===== config.mk =====
export PLATFORM = sky130hd
export DESIGN_NAME = lfsr_prbs_burst_ctrl
export DESIGN_NICKNAME = d
export VERILOG_FILES = /design/src/rtl/lfsr_prbs_burst_ctrl.sv
export SDC_FILE = /design/constraint.sdc
export NUM_CORES = 1
export LEC_CHECK = 0
export CORE_ASPECT_RATIO = 1.25
export CORE_UTILIZATION = 38
export DETAILED_ROUTE_END_ITERATION = 10
export GPL_TIMING_DRIVEN = 0
export PLACE_DENSITY_LB_ADDON = 0.12
export SLEW_MARGIN = 20
export SYNTH_ARGS = -nofsm -noshare
export SYNTH_HDL_FRONTEND = slang
export SYNTH_SLANG_ARGS = --single-unit

===== constraint.sdc =====
create_clock -name clk -period 4.7 [get_ports clk]
set_clock_uncertainty 0.1 [all_clocks]
set_input_delay 0.94 -clock clk [delete_from_list [all_inputs] [get_ports clk]]
set_output_delay 0.94 -clock clk [all_outputs]
set_load 0.1 [all_outputs]

===== src/rtl/lfsr_prbs_burst_ctrl.sv =====
//------------------------------------------------------------------------------
// lfsr_prbs_burst_ctrl
//
// Turns the free-running output of an external lfsr_prbs generator into
// finite AXI-stream bursts. The controller reseeds and primes the generator,
// advances it only on accepted beats, marks the final beat, and reports
// completion. Backpressure never skips or repeats a word.
//
// Ports
//   clk, rst        clock, asynchronous active-high reset
//   start           single-cycle burst request (sampled in IDLE only)
//   burst_len       words in the burst, captured with start
//   abort           terminate the current burst early
//   prbs_rst        synchronous reset to the generator
//   prbs_enable     advance the generator by one word
//   prbs_data       generator data_out
//   m_axis_*        AXI-stream master (tdata/tvalid/tready/tlast)
//   busy            high whenever the controller is not idle
//   done            one-cycle pulse at the end of a burst
//   aborted         status of the last burst, valid from done until next start
//   word_count      beats accepted in the current/last burst
//------------------------------------------------------------------------------
`timescale 1ns/1ps

module lfsr_prbs_burst_ctrl #(
    parameter int unsigned DATA_WIDTH = 64,
    parameter int unsigned LEN_WIDTH  = 16,
    parameter bit          RESEED     = 1'b1
) (
    input  logic                  clk,
    input  logic                  rst,
    input  logic                  start,
    input  logic [LEN_WIDTH-1:0]  burst_len,
    input  logic                  abort,
    output logic                  prbs_rst,
    output logic                  prbs_enable,
    input  logic [DATA_WIDTH-1:0] prbs_data,
    output logic [DATA_WIDTH-1:0] m_axis_tdata,
    output logic                  m_axis_tvalid,
    input  logic                  m_axis_tready,
    output logic                  m_axis_tlast,
    output logic                  busy,
    output logic                  done,
    output logic                  aborted,
    output logic [LEN_WIDTH-1:0]  word_count
);

    typedef enum logic [2:0] {
        S_IDLE,
        S_SEED,
        S_PRIME,
        S_SEND,
        S_DONE
    } state_t;

    localparam logic [LEN_WIDTH-1:0] ONE = {{(LEN_WIDTH-1){1'b0}}, 1'b1};

    state_t               state, state_nxt;
    logic [LEN_WIDTH-1:0] len_q, len_nxt;
    logic [LEN_WIDTH-1:0] count_q, count_nxt;
    logic                 primed_q, primed_nxt;
    logic                 abort_q, abort_nxt;
    logic                 aborted_q, aborted_nxt;
    // Holds the generator in reset while the controller is in reset and for
    // the remainder of that cycle; clears on the first clock after release.
    logic                 gen_hold;
    logic                 show_last;

    // tlast is a decode of registered state only; a latched abort never sets
    // abort_q while tlast is already showing, so tlast cannot drop mid-stall.
    assign show_last = (state == S_SEND) && (count_q == len_q - ONE) && !abort_q;

    always_ff @(posedge clk or posedge rst) begin
        if (rst) begin
            state     <= S_IDLE;
            len_q     <= '0;
            count_q   <= '0;
            primed_q  <= 1'b0;
            abort_q   <= 1'b0;
            aborted_q <= 1'b0;
            gen_hold  <= 1'b1;
        end else begin
            state     <= state_nxt;
            len_q     <= len_nxt;
            count_q   <= count_nxt;
            primed_q  <= primed_nxt;
            abort_q   <= abort_nxt;
            aborted_q <= aborted_nxt;
            gen_hold  <= 1'b0;
        end
    end

    always_comb begin
        state_nxt     = state;
        len_nxt       = len_q;
        count_nxt     = count_q;
        primed_nxt    = primed_q;
        abort_nxt     = abort_q;
        aborted_nxt   = aborted_q;

        prbs_rst      = gen_hold;
        prbs_enable   = 1'b0;
        m_axis_tdata  = '0;
        m_axis_tvalid = 1'b0;
        m_axis_tlast  = 1'b0;
        busy          = (state != S_IDLE);
        done          = 1'b0;

        case (state)
            S_IDLE: begin
                if (start) begin
                    len_nxt     = burst_len;
                    count_nxt   = '0;
                    aborted_nxt = 1'b0;
                    abort_nxt   = 1'b0;
                    if (burst_len == '0) begin
                        state_nxt = S_DONE;
                    end else if (RESEED || !primed_q) begin
                        state_nxt = S_SEED;
                    end else begin
                        state_nxt = S_SEND;
                    end
                end
            end

            S_SEED: begin
                prbs_rst = 1'b1;
                if (abort) begin
                    aborted_nxt = 1'b1;
                    primed_nxt  = 1'b0;
                    state_nxt   = S_DONE;
                end else begin
                    state_nxt = S_PRIME;
                end
            end

            S_PRIME: begin
                prbs_enable = 1'b1;
                if (abort) begin
                    // Generator state is undefined after a cut-short prime.
                    aborted_nxt = 1'b1;
                    primed_nxt  = 1'b0;
                    state_nxt   = S_DONE;
                end else begin
                    primed_nxt = 1'b1;
                    state_nxt  = S_SEND;
                end
            end

            S_SEND: begin
                m_axis_tvalid = 1'b1;
                m_axis_tdata  = prbs_data;
                m_axis_tlast  = show_last;
                if (m_axis_tready) begin
                    prbs_enable = 1'b1;
                    count_nxt   = count_q + ONE;
                    if (show_last) begin
                        state_nxt = S_DONE;
                    end else if (abort || abort_q) begin
                        aborted_nxt = 1'b1;
                        state_nxt   = S_DONE;
                    end
                end else if (abort && !show_last) begin
                    abort_nxt = 1'b1;
                end
            end

            S_DONE: begin
                done      = 1'b1;
                state_nxt = S_IDLE;
            end

            default: begin
                state_nxt = S_IDLE;
            end
        endcase
    end

    assign aborted    = aborted_q;
    assign word_count = count_q;

endmodule


==> results.toml <==
[logic_synthesis]
synth.most_common_cell = "and2_1"
netlist_instances = 334
synth_cell_type_count = 60
synth_warnings = 0
netlist_top_cells_count = "and2_1 (65), dfrtp_1 (37), nor2_1 (20)"
syn-cell-area_sq_um = 2877
synth_top_cell_by_area = "dfrtp_1"
synth_fp_nets = 421
syn_area_per_cell_sq_um = 8.612
synthFlopType = "dfrtp_1"
seq_area_frac_synth_pct = 33.10
synth_edf_count = 0
synth_top_area_share_pct = 32.19
synth.area.top_cells = "dfrtp_1 (32%), and2_1 (14%), xor2_1 (4.9%), mux2_2 (4.7%), xnor2_1 (2.7%)"
async_flop_share_pct = 100.0
ys_ff_latch = 38

[clock_network]
cts_max_level = 2
cts_tree = "done"
path_clk_slew_ps = 70
cts_root_buf = "clkbuf_8"
ctsHoldBuffers = 0
cts_sinks = 38
clk_path_buf_depth = 2
clk_latency_ps = 290
cts_buffers = 5

[worst_setup_path]
crit_arrival_ps = 3520
crit_type = "register to primary output"
startpoint = "len_q[0]"
required_ps = 3660
r2r_start = "len_q[0]"
crit_fanout = 6
end_kind = "primary output"
startpoint_type = "register"

[drt]
wl_per_cell_um = 17.83
wirelength_um = 10810
vias = 3155
drc = 0
ant_nets = 0
drtPass1Iterations = 4
via_per_inst = 5.206
drt_iter0_markers = 167

[global_route]
grt_max_degree = 25
grt_overflow = 0
grt_pass1_wl_um = 16530
antenna_found_initial = 0
grt_use_total_pct = 27.76
first_global_vias = 3160

[floorplan]
dieArea_sq_um = 7924
dieHeight_um = 99.28
ios = 172
rows = 35
die_x_um = 79.82
design.core.area_sq_um = 7357
start_util_pct = 39.10

[finish]
design_area_sq_um = 4841
fin_cells = 606
register_area_sq_um = 952.2
area_growth_pct = 68.29
final_nets = 600
multi_input_area_sq_um = 1800
fill_cells = 650
final_core_util_pct = 65.80
drive_gt1_share_pct = 7.407

[sta]
clock.fmax_mhz = 219.1
hold_violations = 0
final_max_slew_viol_count = 0
finalWorstSetupSlack_ps = 135.9
setup_violations = 0
tightest_slew_ps = 1014
min_period_over_period_pct = 97.11
relSlewSlack_pct = 32.21
rsz0062_at_grt = "no"
period_minus_slack_ps = 4564

[placement]
dp.cells = 598
pre_cts_ws_ps = -494.6
dpl_cell_area_sq_um = 4731
gp_congestion = 0.9470
io_buffers = 171
dp.final_hpwl_um = 8653

[pwr]
power_uw = 2408
p_per_area_nw_per_um2 = 497.4
p_leak_uw = 0.002047
irDropWorstVdd_mv = 0.2982

[status]
status = "completed"

[worst_hold_path]
hold_start = "abort_q"
worst_hold_path_type = "register to register"

[flow_run]
cap_violations = 0
## per-stage QoR
| step | hold WS, ps | setup TNS (ps) |
|---|---|---|
| 2_1_floorplan | 400.8 | 0 |
| 3_3_place_gp | 424.9 | -479.3 |
| 3_5_place_dp | 438.4 | -494.6 |
| 4_1_cts | 449.7 | 0 |
| 5_1_grt | 470.5 | 0 |
| 6_report | 453.0 | 0 |
## registers in the layout (all words and copies together) (netlist names)
signal and cells:
word_count 16, aborted 1, gen_hold 1, state 3
abort_q 1, len_q 16
## power by group
part | switching (uW) | internal [uW] | leakage, uW | total, uW
Sequential | 120 | 422 | 0.000486 | 542
Clock | 114 | 99.6 | 0.0000438 | 214
Combinational | 1130 | 520 | 0.00152 | 1650
Total | 1370 | 1040 | 0.00205 | 2410
## critical path, stage by stage, from the launching register on
cell and delay [ps]:
dfrtp_1 430, inv_1 100, ha_1 250, or4b_2 660, or4_4 450, and2_4 160
o211a_4 260, or3_4 390, nor4_4 220, buf_4 330
## layout make-up
class | count | share of cell area [%]
antenna | 1 | 0.05169
sequential | 38 | 19.67
tap | 92 | 2.378
multi-input combinational | 264 | 37.19
timing repair buffer | 172 | 36.39
buffer | 20 | 1.758
clock inverter | 2 | 0.2068
inverter | 12 | 0.9305
clock buffer | 5 | 1.422
## placed cells by master (no fill, tap or decap), types with 5 or more instances in the layout
cell	synthesis	final
dfrtp_1	37	37
o21ai_0	11	11
nor4_1	11	11
clkbuf_8	0	5
mux2_2	12	12
xnor2_1	9	9
nand4_1	8	8
clkdlybuf4s50_1	0	160
inv_1	12	11
a21oi_1	10	10
nor2_1	20	20
clkbuf_1	16	16
xor2_1	16	16
nand3_1	9	9
dlymetal6s2s_1	0	10
nand2_1	16	16
or3_1	7	7
and2_1	65	65
## timing repair
item	CTS	global route
gates cloned	0	0
endpoints found under the setup margin	1	11
buffers inserted	0	0
resized for setup	7	11
## routing by layer
metal | GRT usage (%) | routed length [um]
met1 | 35.11 | 4416
met2 | 45.30 | 5208
met3 | 9.174 | 983
met5 | 0 | 0
met4 | 7.005 | 197
## cells by family after synthesis
| kind of cell | Yosys count | share of synthesized area, % |
|---|---|---|
| buf+inv | 32 | 4.524 |
| xor+xnor | 25 | 7.612 |
| mux | 13 | 5.046 |
| fa+ha+maj | 2 | 0.8698 |
| simple gates | 173 | 36.58 |
| flops | 38 | 33.10 |
| other cells | 1 | 0.1304 |
| compound gates | 50 | 12.14 |
## worst paths after layout
kind                            endpoint  slack, ps  cells after the start
setup / recovery            m_axis_tlast        140                      9
hold / removal                   abort_q        450                      2
setup reg to reg                 abort_q       1690                      8
hold reg to reg                  abort_q        450                      2
max in group asynchronous       gen_hold       3130                      3
min in group asynchronous  word_count[7]        840                      2
Power figures use the tool's default switching activity.
